[src/rtl/ddr3_bist_pkg.sv]
// ddr3_bist_pkg: definitions shared by the DDR3 BIST initiator and its LFSR.
//   Provides the request command codes, the header length, the LFSR tap mask,
//   the FSM state encoding and the one-step Galois LFSR function.
package ddr3_bist_pkg;

   localparam logic [7:0] CMD_WRITE = 8'hA0;
   localparam logic [7:0] CMD_READ  = 8'hB0;
   localparam int         HDR_BYTES = 7;
   localparam logic [7:0] LFSR_TAPS = 8'hB8;

   typedef enum logic [2:0] {
      ST_IDLE   = 3'd0,
      ST_WR_HDR = 3'd1,
      ST_WR_DAT = 3'd2,
      ST_RD_HDR = 3'd3,
      ST_RD_DAT = 3'd4,
      ST_DONE   = 3'd5
   } state_t;

   // Right-shifting Galois step: the bit shifted out folds the tap mask back in.
   function automatic logic [7:0] lfsr_next(input logic [7:0] v);
      return {1'b0, v[7:1]} ^ (v[0] ? LFSR_TAPS : 8'h00);
   endfunction

endpackage

[src/rtl/ddr3_bist_initiator_lfsr8_gen.sv]
// lfsr8_gen: 8-bit Galois LFSR with synchronous reload.
//   clock   in  1  clock
//   rst_n   in  1  asynchronous active-low reset (value returns to SEED)
//   load    in  1  reload SEED (has priority over advance)
//   advance in  1  step the LFSR once
//   value   out 8  current LFSR value
module lfsr8_gen
   import ddr3_bist_pkg::*;
#(
   parameter logic [7:0] SEED = 8'hA5
) (
   input  logic       clock,
   input  logic       rst_n,
   input  logic       load,
   input  logic       advance,
   output logic [7:0] value
);

   always_ff @(posedge clock or negedge rst_n) begin
      if (!rst_n)       value <= SEED;
      else if (load)    value <= SEED;
      else if (advance) value <= lfsr_next(value);
   end

endmodule

[src/rtl/ddr3_bist_initiator.sv]
// ddr3_bist_initiator: BIST command source for the DDR3 core byte-stream port.
//   One run writes BURST_BYTES of LFSR data at base_addr_i, reads them back
//   and counts mismatching bytes, tlast framing errors and a read timeout.
// Ports:
//   clock, rst_n               clock, asynchronous active-low reset
//   start_i, base_addr_i       run request and its byte address
//   busy_o, done_o, pass_o     run status; done_o pulses once per run
//   err_count_o[15:0]          saturating error count of the last run
//   m_t*                       request stream (header + write payload)
//   s_t*                       read response stream (s_tkeep unused)
// Optional (macro DDR3_BIST_ERRLOG_EN): err_addr_o, err_exp_o, err_got_o hold
//   the first data mismatch of the run.
//
// state     | meaning
// ----------+-------------------------------------------------
// ST_IDLE   | waiting for start_i
// ST_WR_HDR | sending the 7-byte WRITE header
// ST_WR_DAT | sending LFSR payload, tlast on the last byte
// ST_RD_HDR | sending the 7-byte READ header, tlast on byte 6
// ST_RD_DAT | sinking and checking read data, idle timer running
// ST_DONE   | one-cycle done_o pulse, result valid
module ddr3_bist_initiator
   import ddr3_bist_pkg::*;
#(
   parameter int         BURST_BYTES    = 512,
   parameter logic [7:0] LFSR_SEED      = 8'hA5,
   parameter int         TIMEOUT_CYCLES = 65535
) (
   input  logic        clock,
   input  logic        rst_n,
   input  logic        start_i,
   input  logic [31:0] base_addr_i,
   output logic        busy_o,
   output logic        done_o,
   output logic        pass_o,
   output logic [15:0] err_count_o,
   output logic        m_tvalid,
   input  logic        m_tready,
   output logic        m_tlast,
   output logic        m_tkeep,
   output logic [7:0]  m_tdata,
   input  logic        s_tvalid,
   output logic        s_tready,
   input  logic        s_tlast,
   input  logic        s_tkeep,
   input  logic [7:0]  s_tdata
`ifdef DDR3_BIST_ERRLOG_EN
   ,
   output logic [31:0] err_addr_o,
   output logic [7:0]  err_exp_o,
   output logic [7:0]  err_got_o
`endif
);

   localparam logic [15:0] LAST_IDX = 16'(BURST_BYTES - 1);
   localparam logic [15:0] HDR_LAST = 16'(HDR_BYTES - 1);
   localparam int          TW       = $clog2(TIMEOUT_CYCLES + 1);
   // Reload one short so done_o lands TIMEOUT_CYCLES cycles after the last
   // accepted byte (the acceptance cycle itself counts as cycle 0).
   localparam logic [TW-1:0] TO_LOAD = TW'(TIMEOUT_CYCLES - 1);

   state_t         state_q, state_d;
   logic [15:0]    cnt_q;
   logic [31:0]    addr_q;
   logic [15:0]    err_q, err_d;
   logic [16:0]    err_sum;
   logic [1:0]     err_inc;
   logic           pass_q;
   logic [TW-1:0]  idle_q;
   logic [7:0]     lfsr_val, hdr_byte;
   logic           lfsr_load, lfsr_adv;
   logic           start_ok, m_xfer, s_xfer, hdr_end, dat_end;
   logic           timeout, byte_bad, tlast_bad;
   logic           unused_keep;

   assign unused_keep = s_tkeep;

   assign start_ok  = start_i && (state_q == ST_IDLE);
   assign m_xfer    = m_tvalid && m_tready;
   assign s_xfer    = s_tvalid && s_tready;
   assign hdr_end   = (cnt_q == HDR_LAST);
   assign dat_end   = (cnt_q == LAST_IDX);
   assign byte_bad  = s_xfer && (s_tdata != lfsr_val);
   assign tlast_bad = s_xfer && (s_tlast != dat_end);
   assign timeout   = (state_q == ST_RD_DAT) && !s_xfer && (idle_q <= TW'(1));

   assign busy_o      = (state_q != ST_IDLE);
   assign pass_o      = pass_q;
   assign err_count_o = err_q;
   assign m_tkeep     = m_tvalid;

   lfsr8_gen #(.SEED(LFSR_SEED)) u_lfsr (
      .clock   (clock),
      .rst_n   (rst_n),
      .load    (lfsr_load),
      .advance (lfsr_adv),
      .value   (lfsr_val)
   );

   assign lfsr_load = start_ok || ((state_q == ST_RD_HDR) && (state_d == ST_RD_DAT));
   assign lfsr_adv  = ((state_q == ST_WR_DAT) && m_xfer) || s_xfer;

   always_comb begin
      hdr_byte = 8'h00;
      case (cnt_q)
         16'd0:   hdr_byte = (state_q == ST_RD_HDR) ? CMD_READ : CMD_WRITE;
         16'd1:   hdr_byte = addr_q[7:0];
         16'd2:   hdr_byte = addr_q[15:8];
         16'd3:   hdr_byte = addr_q[23:16];
         16'd4:   hdr_byte = addr_q[31:24];
         16'd5:   hdr_byte = LAST_IDX[7:0];
         default: hdr_byte = LAST_IDX[15:8];
      endcase
   end

   always_ff @(posedge clock or negedge rst_n) begin
      if (!rst_n) state_q <= ST_IDLE;
      else        state_q <= state_d;
   end

   always_comb begin
      state_d  = state_q;
      m_tvalid = 1'b0;
      m_tlast  = 1'b0;
      m_tdata  = 8'h00;
      s_tready = 1'b0;
      done_o   = 1'b0;
      case (state_q)
         ST_IDLE: if (start_ok) state_d = ST_WR_HDR;
         ST_WR_HDR: begin
            m_tvalid = 1'b1;
            m_tdata  = hdr_byte;
            if (m_xfer && hdr_end) state_d = ST_WR_DAT;
         end
         ST_WR_DAT: begin
            m_tvalid = 1'b1;
            m_tdata  = lfsr_val;
            m_tlast  = dat_end;
            if (m_xfer && dat_end) state_d = ST_RD_HDR;
         end
         ST_RD_HDR: begin
            m_tvalid = 1'b1;
            m_tdata  = hdr_byte;
            m_tlast  = hdr_end;
            if (m_xfer && hdr_end) state_d = ST_RD_DAT;
         end
         ST_RD_DAT: begin
            s_tready = 1'b1;
            // Early tlast, missing tlast and the normal end all finish the run.
            if ((s_xfer && (s_tlast || dat_end)) || timeout) state_d = ST_DONE;
         end
         ST_DONE: begin
            done_o  = 1'b1;
            state_d = ST_IDLE;
         end
         default: state_d = ST_IDLE;
      endcase
   end

   always_comb begin
      err_inc = 2'(byte_bad) + 2'(tlast_bad) + 2'(timeout);
      err_sum = {1'b0, err_q} + {15'd0, err_inc};
      err_d   = err_sum[16] ? 16'hFFFF : err_sum[15:0];
      if (start_ok) err_d = 16'h0000;
   end

   always_ff @(posedge clock or negedge rst_n) begin
      if (!rst_n) begin
         cnt_q  <= 16'h0000;
         addr_q <= 32'h0000_0000;
         err_q  <= 16'h0000;
         pass_q <= 1'b0;
         idle_q <= TO_LOAD;
      end else begin
         err_q <= err_d;
         if (start_ok) addr_q <= base_addr_i;

         if (state_d != state_q)   cnt_q <= 16'h0000;
         else if (m_xfer || s_xfer) cnt_q <= cnt_q + 16'd1;

         if ((state_q != ST_RD_DAT) || s_xfer) idle_q <= TO_LOAD;
         else                                  idle_q <= idle_q - TW'(1);

         if (start_ok)
            pass_q <= 1'b0;
         else if ((state_q == ST_RD_DAT) && (state_d == ST_DONE))
            pass_q <= (err_d == 16'h0000);
      end
   end

`ifdef DDR3_BIST_ERRLOG_EN
   logic logged_q;

   always_ff @(posedge clock or negedge rst_n) begin
      if (!rst_n) begin
         logged_q   <= 1'b0;
         err_addr_o <= 32'h0000_0000;
         err_exp_o  <= 8'h00;
         err_got_o  <= 8'h00;
      end else if (start_ok) begin
         logged_q   <= 1'b0;
         err_addr_o <= 32'h0000_0000;
         err_exp_o  <= 8'h00;
         err_got_o  <= 8'h00;
      end else if (byte_bad && !logged_q) begin
         logged_q   <= 1'b1;
         err_addr_o <= addr_q + {16'h0000, cnt_q};
         err_exp_o  <= lfsr_val;
         err_got_o  <= s_tdata;
      end
   end
`endif

endmodule

[config.mk]
export PLATFORM = sky130hd
export DESIGN_NAME = ddr3_bist_initiator
export DESIGN_NICKNAME = d
export VERILOG_FILES = /design/src/rtl/ddr3_bist_pkg.sv /design/src/rtl/ddr3_bist_initiator_lfsr8_gen.sv /design/src/rtl/ddr3_bist_initiator.sv
export SDC_FILE = /design/constraint.sdc
export NUM_CORES = 1
export LEC_CHECK = 0
export CAP_MARGIN = 20
export CORE_UTILIZATION = 54
export DETAILED_ROUTE_END_ITERATION = 8
export PLACE_DENSITY_LB_ADDON = 0.08
export SETUP_SLACK_MARGIN = 0.15
export SLEW_MARGIN = 25
export SYNTH_ARGS = -nofsm -noshare
export SYNTH_HDL_FRONTEND = slang
export SYNTH_HIERARCHICAL = 1
export SYNTH_SLANG_ARGS = --single-unit
[constraint.sdc]
create_clock -name clock -period 5.8 [get_ports clock]
set_input_delay 1.45 -clock clock [delete_from_list [all_inputs] [get_ports clock]]
set_output_delay 1.45 -clock clock [all_outputs]
set_load 0.01 [all_outputs]
## After elaboration in Yosys (flattened, before gate mapping)

Index checks and enable logic that the tools add are counted.

- Bitwise operators: 1
- Reductions and logical operators: 29
- Add/sub/neg operators: 5
- Mux-type cells: 23
- Equal/unequal tests: 18
- Order comparisons: 1

Operators by type and width:

| operator | count |
|---|---|
| two-way mux 16 bit | 5 |
| == test 16 x 3 -> 1 bit, second input constant | 3 |
| one-hot mux 8 bit (6 select lines) | 1 |
| == test 16 x 2 -> 1 bit, second input constant | 2 |
| logical NOT 16 bit | 2 |
| two-way mux 8 bit | 3 |
| adder 16 x 2 -> 17 bit | 1 |
| adder 16 x 1 -> 16 bit, second input constant | 1 |
| == test 16 x 1 -> 1 bit, second input constant | 1 |
| == test 16 x 9 -> 1 bit, second input constant | 1 |
| <= comparator 16 x 1 -> 1 bit, second input constant | 1 |
| one-hot mux 8 bit (2 select lines) | 1 |
| subtractor 16 x 1 -> 16 bit, second input constant | 1 |
| two-way mux 3 bit | 5 |
| one-hot mux 3 bit (5 select lines) | 1 |
| logical AND 1 bit | 13 |
| == test 3 bit, second input constant | 4 |
| inequality test 8 bit | 1 |
| bitwise XOR 7 x 8 -> 8 bit | 1 |
| == test 3 x 2 -> 1 bit, second input constant | 2 |
| logical OR 1 bit | 6 |
| nonzero test 2 bit | 3 |
| two-way mux 1 bit | 5 |
| two-way mux 5 bit | 1 |
| other kinds (12) | 12 |

- Bits in registers: 92
- Bits of input ports: 47
- Output and inout bits: 31

## Logic depth before layout (Yosys ltp)

Gate-level depths: netlist of the first run.

- Word-level depth: 13
- Gate-level depth with buffers: 16

## Cells and area by module

The synthesis of the first run kept the hierarchy.

Modules (own cells, without submodules):

| module | instances | cells each | area an instance (µm²) |
|---|---|---|---|
| ddr3_bist_initiator | 1 | 467 | 4694.5 |
| lfsr8_gen | 1 | 30 | 350.3 |

## Worst setup path before layout of the first run

OpenSTA, ideal clock, no wires.

- Path type: input -> register
- Start: in s_tvalid
- End: reg pass_q (netlist: pass_o)
- Arrival time: 5043 ps
- Setup time: 76 ps
- Setup slack: 680 ps
- Stages: 14
- Cells stage by stage: or4b_1 nor3_1 nand3_1 fa_1 inv_1 ha_1 fa_1 and4_1 and2_1 buf_2 nand4_1 mux2_1 or4_1 o21ai_1

- Cells in the longest elaborated chain, start to end: 11

RTL lines:

| what | RTL line | text |
|---|---|---|
| start: declaration | ddr3_bist_initiator.sv:42 | `input logic s_tvalid,` |
| logical AND 1 bit (*) | ddr3_bist_initiator.sv:80 | `assign s_xfer = s_tvalid && s_tready;` |
| logical NOT 1 bit | ddr3_bist_initiator.sv:85 | `assign timeout = (state_q == ST_RD_DAT) && !s_xfer && (idle_q <= TW'(1));` |
| logical AND 1 bit (2 in series) | ddr3_bist_initiator.sv:85 |  |
| adder 2 x 1 -> 2 bit | ddr3_bist_initiator.sv:161 | `err_inc = 2'(byte_bad) + 2'(tlast_bad) + 2'(timeout);` |
| adder 16 x 2 -> 17 bit | ddr3_bist_initiator.sv:162 | `err_sum = {1'b0, err_q} + {15'd0, err_inc};` |
| two-way mux 16 bit | ddr3_bist_initiator.sv:163 | `err_d = err_sum[16] ? 16'hFFFF : err_sum[15:0];` |
| two-way mux 16 bit | ddr3_bist_initiator.sv:164 | `if (start_ok) err_d = 16'h0000;` |
| logical NOT 16 bit | ddr3_bist_initiator.sv:187 | `pass_q <= (err_d == 16'h0000);` |
| two-way mux 1 bit | ddr3_bist_initiator.sv:186 | `else if ((state_q == ST_RD_DAT) && (state_d == ST_DONE))` |
| two-way mux 1 bit | ddr3_bist_initiator.sv:184 | `if (start_ok)` |
| end signal: assignment | ddr3_bist_initiator.sv:187 |  |
| end: declaration | ddr3_bist_initiator.sv:68 | `logic pass_q;` |

Mark *: on every way between the ends. The rest lies on a longest branch, timed or not. The select of a mux whose other input is x is not followed.
A chain may end at the register's enable or synchronous reset.

## Worst setup path in the final report of the first run

Ends and elaborated chain as after synthesis.

==> results.py, run 1 <==
metrics = {
    "clock_network": {
        "cts.sinks": 92,
        "clock_latency_ps": 360,
        "holdBufCountCts": 0,
        "numCtsBuffers": 9,
        "cts_tree": "built",
        "cts_root_buffer": "clkbuf_8",
        "cts_buffer_depth": 2,
        "htree_levels": 3,
        "cts-resized-gates": 0,
        "postCtsSetupRepairBufs": 0,
        "clk_pin_slew_ps": 90,
    },
    "die": {
        "core-area_um2": 8891,
        "dieWidth_um": 98.66,
        "die_h_um": 98.66,
        "initial_core_util_pct": 56.74,
        "rows": 34,
        "num_io_pins": 78,
        "die_area_um2": 9733,
    },
    "placement": {
        "dpl.hpwl_mm": 7.896,
        "dp_slack_ps": 158.3,
        "io_buffers": 76,
        "place.gp.congestion": 0.8809,
    },
    "sta": {
        "worst_slew_pin_slew_ps": 956.6,
        "post-route-min-period_ps": 5276,
        "post-route-period-util_pct": 90.97,
        "hold_viol": 0,
        "timing.fmax_mhz": 189.5,
        "finalMaxSlewViolations": 0,
        "fin_worst_skew_ps": 12.30,
        "fin_ws_ps": 523.9,
        "setup_viol": 0,
        "setup_tns_ps": 0,
        "max_slew_margin_pct": 36.23,
        "rsz0062_at_grt": "no",
    },
    "global_routing": {
        "grt_pass1_vias": 3851,
        "grt.total_usage_pct": 23.63,
        "overflow": 0,
        "antenna_found_initial": 0,
        "grt_pass1_wl_mm": 18.27,
        "grt_max_degree": 63,
    },
    "power": {
        "power.total_mw": 2.268,
        "power_density_nw_per_um2": 372.3,
        "comb_power_share_pct": 37.2,
        "switchingPower_mw": 0.7827,
        "p_seq_share_pct": 42.4,
        "pwr-share-clk_pct": 20.5,
        "ir_drop_mv": 0.2365,
        "p_sw_share_pct": 34.51,
        "p_leak_nw": 2.481,
        "p_int_mw": 1.485,
    },
    "synthesis": {
        "yosysSeqAreaShare_pct": 46.11,
        "yosys.cell_types.count": 65,
        "avgSynthCellArea_um2": 10.15,
        "syn_inst": 497,
        "syn-cell-area_um2": 5045,
        "synth_top_area_share_pct": 36.21,
        "synth_commonest_cells": "73 x dfrtp_1, 51 x nand2_1, 33 x mux2_2",
        "synth_ff_type": "dfrtp_1",
        "synth-async-reset-ratio_pct": 100.0,
        "ys_top_cells_by_area": "dfrtp_1 36%, dfstp_2 9.9%, mux2_2 7.4%",
        "synth_top_area_cell": "dfrtp_1",
        "ys_seq_elements": 92,
        "ys_warn_count": 6,
        "synth_fp_nets": 555,
        "yosysMostFrequentCell": "dfrtp_1",
        "synth_edf_count": 0,
    },
    "setup_path": {
        "r2r_end": "pass_o$_DFFE_PN0P_",
        "r2r.worst_path.cells": 15,
        "crit_family": "simple AND/OR/NAND/NOR gates",
        "cp_num_buf_inv": 2,
        "crit_chain": "clkdlybuf4s50_1 -> or4b_1 -> nor3_1 -> nand3_1 -> fa_1 -> inv_1 -> ha_1 -> fa_1 -> and4_1 -> and2_1 -> nand4_1 -> mux2_1 -> or4_1 -> o21ai_1",
        "regToRegSetupSlack_ps": 1290,
        "critPathMaxStageDelay_ps": 530,
        "r2r-start": "cnt_q[15]$_DFFE_PN0P_",
        "cp_slowest_cell": "fa_1",
        "cp-start-kind": "input pin",
        "critPathKind": "in -> reg",
        "required_ps": 6080,
        "worst_ep_arrival_time_ps": 5560,
        "cpMostUsedCell": "fa_1",
        "worst_setup_path_end_kind": "register",
        "crit_path_max_fanout": 6,
    },
    "cells_and_area": {
        "antennaDiodeCount": 0,
        "finalNetCount": 624,
        "drive_gt1_share_pct": 17.16,
        "syn_to_final_growth_pct": 20.73,
    },
    "flow_run": {
        "cap_violations": 0,
    },
    "min_path": {
        "hp-start": "pass_o$_DFFE_PN0P_",
        "hold_path.class": "reg -> reg",
        "hold-path-endpoint": "pass_o$_DFFE_PN0P_",
        "hold_depth": 2,
    },
    "outcome": {
        "outcome": "complete, no violations",
    },
    "routing": {
        "drtIter0Drc": 176,
        "routed_wirelength_mm": 10.73,
        "vias": 3882,
        "wl_per_cell_um": 15.81,
        "drc": 0,
        "drtPass1Iterations": 4,
        "ant_nets": 0,
        "detail_route.vias_per_cell": 5.717,
    },
}
## area by class of cell
type / count / area, um2
clock inverters: 5 / 65.06
multi-input cells: 363 / 2542
fillers: 715 / 2800
clock buffers: 11 / 151.4
inverters: 18 / 67.56
flip-flops and latches: 92 / 2326
well taps: 108 / 135.1
repair buffers: 82 / 803.3
## power by group through the flow
stage	Sequential [mW]	Clock [mW]	Combinational, mW
2_1_floorplan	0.905	0	0.586
3_3_place_gp	0.961	0	0.824
3_5_place_dp	0.970	0	0.845
4_1_cts	0.958	0.473	0.847
5_1_grt	0.981	0.499	0.931
6_report	0.961	0.464	0.843
## per-layer routing
layer	wire (um)	GRT usage [%]
met1	4661	30.41
met2	5350	39.60
met3	534	4.397
met4	187	9.529
met5	0	0
## cell usage in the layout (no fill, tap or decap), types with 7 or more instances in the layout
master            n
nand2_1          51
ha_1              9
nor2b_1           9
inv_1            18
nor4_1            8
a31oi_1           7
mux2_2           33
and2_1           12
xnor2_1          24
nor2_1           31
xor2_1           20
buf_4             7
dfstp_2          19
nor3_1           15
clkdlybuf4s50_1  75
a21oi_1          24
clkbuf_8         11
dfrtp_1          73
nor2_2           10
nand3_1          18
## worst min-delay path, cell delays in order, from the launching register on
cell and delay, ps:
dfrtp_1 350, nand2_1 50, o21ai_1 60
## how the worst max path moves through the flow
| stage | slack [ps] | depth (start not counted) | endpoint | start |
|---|---|---|---|---|
| final | 520 | 14 | pass_o$_DFFE_PN0P_ | s_tvalid |
| after global routing | 250 | 14 | pass_o$_DFFE_PN0P_ | s_tvalid |
| after CTS | 520 | 14 | pass_o$_DFFE_PN0P_ | s_tvalid |
| after detailed placement | 160 | 14 | pass_o$_DFFE_PN0P_ | s_tvalid |
| after global placement | 200 | 14 | pass_o$_DFFE_PN0P_ | s_tvalid |
| after floorplan | 680 | 14 | pass_o$_DFFE_PN0P_ | s_tvalid |
## kinds of logic (layout without fill, tap and decap cells)
family | count (synthesis) | in the layout | synth area share, %
AOI/OAI and AO/OA | 73 | 73 | 10.24
xor gates and xnor gates | 44 | 44 | 7.639
adders and majority gates | 11 | 11 | 3.026
buffers and inverters | 42 | 116 | 3.521
DFF | 92 | 92 | 46.11
muxes | 40 | 40 | 8.780
and+or+nand+nor | 195 | 195 | 20.68
## registers in the layout (all words and copies together), names as in the netlist
signal,count
pass_o,1
cnt_q,16
state_q,3
addr_q,32
err_count_o,16
idle_q,16
u_lfsr/value,8
## per-stage QoR
step | std cells | hold WS, ps | area, um2 | util [%]
finish | 679 | 493.0 | 6091 | 68.51
global placement | 663 | 489.2 | 5874 | 66.07
CTS | 679 | 499.3 | 6091 | 68.51
global route | 679 | 537.9 | 6091 | 68.51
floorplan | 497 | 479.5 | 5045 | -
detailed placement | 663 | 479.4 | 5874 | 66.07
No activity file was read; power rests on OpenSTA's default activity.
==> inputs of run 2 (changes only) <==
--- a/config.mk
+++ b/config.mk
@@ -5,13 +5,13 @@
 export SDC_FILE = /design/constraint.sdc
 export NUM_CORES = 1
 export LEC_CHECK = 0
+export ABC_CLOCK_PERIOD_IN_PS = 5800
 export CAP_MARGIN = 20
-export CORE_UTILIZATION = 54
+export CORE_UTILIZATION = 55
 export DETAILED_ROUTE_END_ITERATION = 8
 export PLACE_DENSITY_LB_ADDON = 0.08
 export SETUP_SLACK_MARGIN = 0.15
 export SLEW_MARGIN = 25
 export SYNTH_ARGS = -nofsm -noshare
 export SYNTH_HDL_FRONTEND = slang
-export SYNTH_HIERARCHICAL = 1
 export SYNTH_SLANG_ARGS = --single-unit
==> results.py, run 2 <==
metrics = {
    "outcome": {
        "outcome": "complete, no violations",
    },
    "synthesis": {
        "synth_top_area_cell": "dfrtp_1",
        "ys_seq_elements": 92,
        "syn-cell-area_um2": 5157,
        "syn_inst": 515,
        "synth_ff_type": "dfrtp_1",
        "yosysSeqAreaShare_pct": 45.10,
        "synth_commonest_cells": "73 x dfrtp_1, 55 x nor2_1, 45 x nand2_1",
        "synth_fp_nets": 573,
        "synth-async-reset-ratio_pct": 100.0,
        "avgSynthCellArea_um2": 10.01,
        "synth_top_area_share_pct": 35.42,
        "ys_warn_count": 0,
        "synth_edf_count": 0,
        "yosysMostFrequentCell": "dfrtp_1",
        "ys_top_cells_by_area": "dfrtp_1 35%, dfstp_2 9.7%, mux2_2 7.2%",
        "yosys.cell_types.count": 67,
    },
    "routing": {
        "wl_per_cell_um": 16.60,
        "drc": 0,
        "drtIter0Drc": 293,
        "drtPass1Iterations": 5,
        "detail_route.vias_per_cell": 5.895,
        "vias": 4085,
        "routed_wirelength_mm": 11.51,
        "ant_nets": 0,
    },
    "cells_and_area": {
        "antennaDiodeCount": 0,
        "syn_to_final_growth_pct": 19.41,
        "largest_reg_flops": 32,
        "final_cell_mix": "75 x clkdlybuf4s50_1, 73 x dfrtp_1, 55 x nor2_1",
        "fin_area_um2": 6158,
        "final_common_cell": "clkdlybuf4s50_1",
        "finalNetCount": 638,
        "stdcell_count": 693,
        "regArea_um2": 2326,
        "drive_gt1_share_pct": 16.07,
        "finish.utilization_pct": 69.27,
        "fill_cells": 693,
        "multi_input_area_um2": 2638,
        "top_register": "addr_q",
    },
    "setup_path": {
        "critPathKind": "in -> reg",
        "required_ps": 6080,
        "regToRegSetupSlack_ps": 1170,
        "r2r_end": "pass_o$_DFFE_PN0P_",
        "r2r.worst_path.cells": 16,
        "crit_family": "simple AND/OR/NAND/NOR gates",
        "cpMostUsedCell": "fa_1",
        "critPathMaxStageDelay_ps": 550,
        "r2r-start": "cnt_q[2]$_DFFE_PN0P_",
        "crit_chain": "clkdlybuf4s50_1 -> nor4b_4 -> and4bb_2 -> nand3_1 -> fa_1 -> inv_1 -> ha_1 -> fa_1 -> and3_1 -> and2_1 -> nand2_1 -> mux2i_1 -> or4b_1 -> o22ai_1",
        "crit_path_max_fanout": 7,
        "cp-start-kind": "input pin",
        "cp_num_buf_inv": 2,
        "worst_setup_path_end_kind": "register",
        "cp_slowest_cell": "clkdlybuf4s50_1",
        "worst_ep_arrival_time_ps": 5350,
    },
    "min_path": {
        "hold_depth": 2,
        "hold-path-endpoint": "idle_q[3]$_DFF_PN1_",
        "hp-start": "idle_q[3]$_DFF_PN1_",
        "hold_path.class": "reg -> reg",
    },
    "sta": {
        "max_slew_margin_pct": 39.46,
        "rsz0062_at_grt": "no",
        "fin_ws_ps": 728.0,
        "setup_tns_ps": 0,
        "fin_hold_ws_ps": 506.1,
        "post-route-period-util_pct": 87.45,
        "fin_worst_skew_ps": 8.631,
        "hold_viol": 0,
        "setup_viol": 0,
        "worst_slew_pin_slew_ps": 904.2,
        "post-route-min-period_ps": 5072,
        "timing.fmax_mhz": 197.2,
        "finalMaxSlewViolations": 0,
    },
    "die": {
        "core-area_um2": 8891,
        "num_io_pins": 78,
        "initial_core_util_pct": 58.01,
        "die_area_um2": 9768,
        "rows": 34,
        "dieWidth_um": 98.84,
        "die_h_um": 98.84,
    },
    "placement": {
        "dpl.hpwl_mm": 8.134,
        "place.gp.congestion": 0.8675,
        "postPlaceCellArea_um2": 5954,
        "dp_slack_ps": 368.9,
        "io_buffers": 76,
        "placed_cells": 677,
    },
    "clock_network": {
        "htree_levels": 3,
        "cts_root_buffer": "clkbuf_8",
        "cts_tree": "built",
        "clk_pin_slew_ps": 90,
        "cts_buffer_depth": 2,
        "cts.sinks": 92,
        "cts-resized-gates": 0,
        "postCtsSetupRepairBufs": 0,
        "clock_latency_ps": 360,
        "numCtsBuffers": 9,
        "holdBufCountCts": 0,
    },
    "global_routing": {
        "grt_pass1_wl_mm": 19.82,
        "grt.total_usage_pct": 25.64,
        "grt_pass1_vias": 4072,
        "antenna_found_initial": 0,
        "overflow": 0,
        "grt_max_degree": 49,
    },
    "power": {
        "power.total_mw": 2.288,
        "power_density_nw_per_um2": 371.5,
        "ir_drop_mv": 0.2765,
        "p_leak_nw": 2.567,
    },
    "flow_run": {
        "cap_violations": 0,
    },
}
==> run 2: kinds of logic (layout without fill, tap and decap cells) <==
kind of cell    Yosys count  in the layout  share of synthesized area [%]
xor+xnor                 42             42                          7.132
simple gates            192            192                          20.14
flops                    92             92                          45.10
compound gates           93             93                          12.35
fa+ha+maj                11             11                          2.960
buf+inv                  45            115                          3.760
mux                      40             40                          8.564
==> run 2: worst max path at each step <==
stage,from,cells after the start,slack [ps],to
4_1_cts,s_tvalid,14,740,pass_o$_DFFE_PN0P_
6_report,s_tvalid,14,730,pass_o$_DFFE_PN0P_
5_1_grt,s_tvalid,14,510,pass_o$_DFFE_PN0P_
3_3_place_gp,s_tvalid,14,500,pass_o$_DFFE_PN0P_
2_1_floorplan,s_tvalid,13,1200,pass_o$_DFFE_PN0P_
3_5_place_dp,s_tvalid,14,370,pass_o$_DFFE_PN0P_
==> run 2: routing by layer <==
layer / global-route usage (%) / vias to the layer above / wire length, um
li1: - / 1952 / -
met1: 36.16 / 1998 / 5349
met2: 41.47 / 121 / 5518
met3: 3.333 / 14 / 498
met4: 8.037 / 0 / 141
met5: 0 / - / 0
==> run 2: final cells by class <==
class	count	share of cell area (%)
inverters	20	1.219
well taps	108	2.194
flip-flops and latches	92	37.77
repair buffers	79	12.68
clock inverters	4	0.4470
multi-input cells	378	42.83
clock buffers	12	2.865
==> run 2: report_power, final <==
group / switching [mW] / internal, mW
clock network: 0.235 / 0.207
registers: 0.159 / 0.808
logic: 0.417 / 0.461
==> run 2: tightest hold or removal path, cell delays in order (launching register included) <==
cell	delay, ps
dfstp_2	380
o31ai_1	50
nand3_1	70
==> inputs of run 3 (changes only) <==
--- a/config.mk
+++ b/config.mk
@@ -8,7 +8,9 @@
 export ABC_CLOCK_PERIOD_IN_PS = 5800
 export CAP_MARGIN = 20
 export CORE_UTILIZATION = 55
+export CTS_CLUSTER_SIZE = 28
 export DETAILED_ROUTE_END_ITERATION = 8
+export GPL_TIMING_DRIVEN = 0
 export PLACE_DENSITY_LB_ADDON = 0.08
 export SETUP_SLACK_MARGIN = 0.15
 export SLEW_MARGIN = 25
==> results.py, run 3 (same netlist as run 2, synthesis figures left out) <==
metrics = {
    "setup_path": {
        "r2r_end": "pass_o$_DFFE_PN0P_",
        "cp_slowest_cell": "clkdlybuf4s50_1",
        "critPathMaxStageDelay_ps": 540,
        "cpMostUsedCell": "fa_1",
        "r2r.worst_path.cells": 16,
        "critPathKind": "in -> reg",
        "crit_family": "simple AND/OR/NAND/NOR gates",
        "regToRegSetupSlack_ps": 1260,
        "crit_path_max_fanout": 7,
        "worst_setup_path_end_kind": "register",
        "worst_ep_arrival_time_ps": 5520,
        "r2r-start": "cnt_q[9]$_DFFE_PN0P_",
        "required_ps": 6080,
        "cp_num_buf_inv": 2,
        "cp-start-kind": "input pin",
        "startpoint": "s_tvalid",
        "crit_chain": "clkdlybuf4s50_1 -> nor4b_4 -> and4bb_2 -> nand3_1 -> fa_1 -> inv_1 -> ha_1 -> fa_1 -> and3_1 -> and2_1 -> nand2_1 -> mux2i_1 -> or4b_1 -> o22ai_1",
    },
    "routing": {
        "routed_wirelength_mm": 11.92,
        "vias": 4200,
        "ant_nets": 0,
        "drtPass1Iterations": 5,
        "drc": 0,
        "detail_route.vias_per_cell": 5.866,
        "wl_per_cell_um": 16.64,
        "drtIter0Drc": 201,
    },
    "placement": {
        "placed_cells": 700,
        "io_buffers": 76,
        "place.gp.congestion": 0.8730,
        "dpl.hpwl_mm": 8.769,
    },
    "cells_and_area": {
        "final_cell_mix": "75 x clkdlybuf4s50_1, 73 x dfrtp_1, 55 x nor2_1",
        "drive_gt1_share_pct": 16.28,
        "finish.utilization_pct": 70.62,
        "syn_to_final_growth_pct": 21.74,
        "stdcell_count": 716,
        "finalNetCount": 661,
        "antennaDiodeCount": 0,
        "final_common_cell": "clkdlybuf4s50_1",
        "fill_cells": 726,
        "top_register": "addr_q",
        "largest_reg_flops": 32,
    },
    "die": {
        "rows": 34,
        "dieWidth_um": 98.84,
        "die_area_um2": 9768,
        "num_io_pins": 78,
        "die_h_um": 98.84,
        "initial_core_util_pct": 58.01,
        "core-area_um2": 8891,
    },
    "power": {
        "comb_power_share_pct": 41.5,
        "power.total_mw": 2.332,
        "p_int_mw": 1.488,
        "p_leak_nw": 2.620,
        "power_density_nw_per_um2": 371.5,
        "switchingPower_mw": 0.8444,
        "pwr-share-clk_pct": 18.7,
        "ir_drop_mv": 0.3258,
        "p_seq_share_pct": 39.8,
        "p_sw_share_pct": 36.20,
    },
    "sta": {
        "post-route-period-util_pct": 90.39,
        "timing.fmax_mhz": 190.7,
        "finalMaxSlewViolations": 0,
        "hold_viol": 0,
        "setup_viol": 0,
        "max_slew_margin_pct": 53.76,
        "fin_worst_skew_ps": 14.26,
        "post-route-min-period_ps": 5243,
        "worst_slew_pin_slew_ps": 693.7,
        "rsz0062_at_grt": "no",
    },
    "min_path": {
        "hold_path.class": "reg -> reg",
        "hold-path-endpoint": "idle_q[0]$_DFF_PN0_",
        "hp-start": "idle_q[0]$_DFF_PN0_",
        "hold_depth": 1,
    },
    "global_routing": {
        "antenna_found_initial": 0,
        "grt.total_usage_pct": 25.84,
        "grt_max_degree": 48,
        "overflow": 0,
        "grt_pass1_wl_mm": 20.15,
        "grt_pass1_vias": 4146,
    },
    "clock_network": {
        "cts_root_buffer": "clkbuf_8",
        "clk_pin_slew_ps": 100,
        "htree_levels": 3,
        "numCtsBuffers": 9,
        "cts-resized-gates": 0,
        "cts.sinks": 92,
        "clock_latency_ps": 360,
        "holdBufCountCts": 0,
        "cts_buffer_depth": 2,
        "cts_tree": "built",
        "postCtsSetupRepairBufs": 0,
    },
    "outcome": {
        "outcome": "complete, no violations",
    },
    "flow_run": {
        "cap_violations": 0,
    },
}
## run 3: power groups by stage
stage / logic, mW / clock network (mW) / registers [mW]
2_1_floorplan: 0.617 / 0 / 0.903
3_5_place_dp: 0.964 / 0 / 0.939
3_3_place_gp: 0.936 / 0 / 0.930
6_report: 0.969 / 0.436 / 0.928
4_1_cts: 0.969 / 0.436 / 0.926
5_1_grt: 1.05 / 0.468 / 0.946
## run 3: final cells by class
class / count / area (um2) / share of cell area, %
multi-input cells: 378 / 2638 / 42.01
flip-flops and latches: 92 / 2326 / 37.05
repair buffers: 77 / 789.5 / 12.57
clock buffers: 12 / 166.4 / 2.650
well taps: 108 / 135.1 / 2.152
plain buffers: 25 / 118.9 / 1.893
inverters: 20 / 75.07 / 1.196
clock inverters: 4 / 30.03 / 0.4783
## run 3: worst max-delay path by stage
| stage | to | slack, ps | depth (start not counted) |
|---|---|---|---|
| floorplan | pass_o$_DFFE_PN0P_ | 1200 | 13 |
| global placement | cnt_q[7]$_DFFE_PN0P_ | -80 | 1 |
| detailed placement | pass_o$_DFFE_PN0P_ | 220 | 14 |
| CTS | pass_o$_DFFE_PN0P_ | 590 | 14 |
| global route | pass_o$_DFFE_PN0P_ | 360 | 14 |
| finish | pass_o$_DFFE_PN0P_ | 560 | 14 |
## run 3: layer usage
metal	routed length [um]	vias up	global-route usage (%)
li1	-	1994	-
met1	5362	2079	35.55
met2	5882	116	42.93
met3	534	11	4.043
met4	136	0	6.659
met5	0	-	0
## run 3: metrics by stage
stage | cell area [um2] | setup WS (ps) | setup TNS [ps] | hold slack (ps)
after floorplan | 5157 | 1196 | 0 | 458.2
after global routing | 6279 | 363.9 | 0 | 519.6
after global placement | 6053 | -81.07 | -5585 | 485.8
after detailed placement | 6082 | 222.3 | 0 | 494.7
after CTS | 6279 | 594.2 | 0 | 511.2
final | 6279 | 557.1 | 0 | 508.9
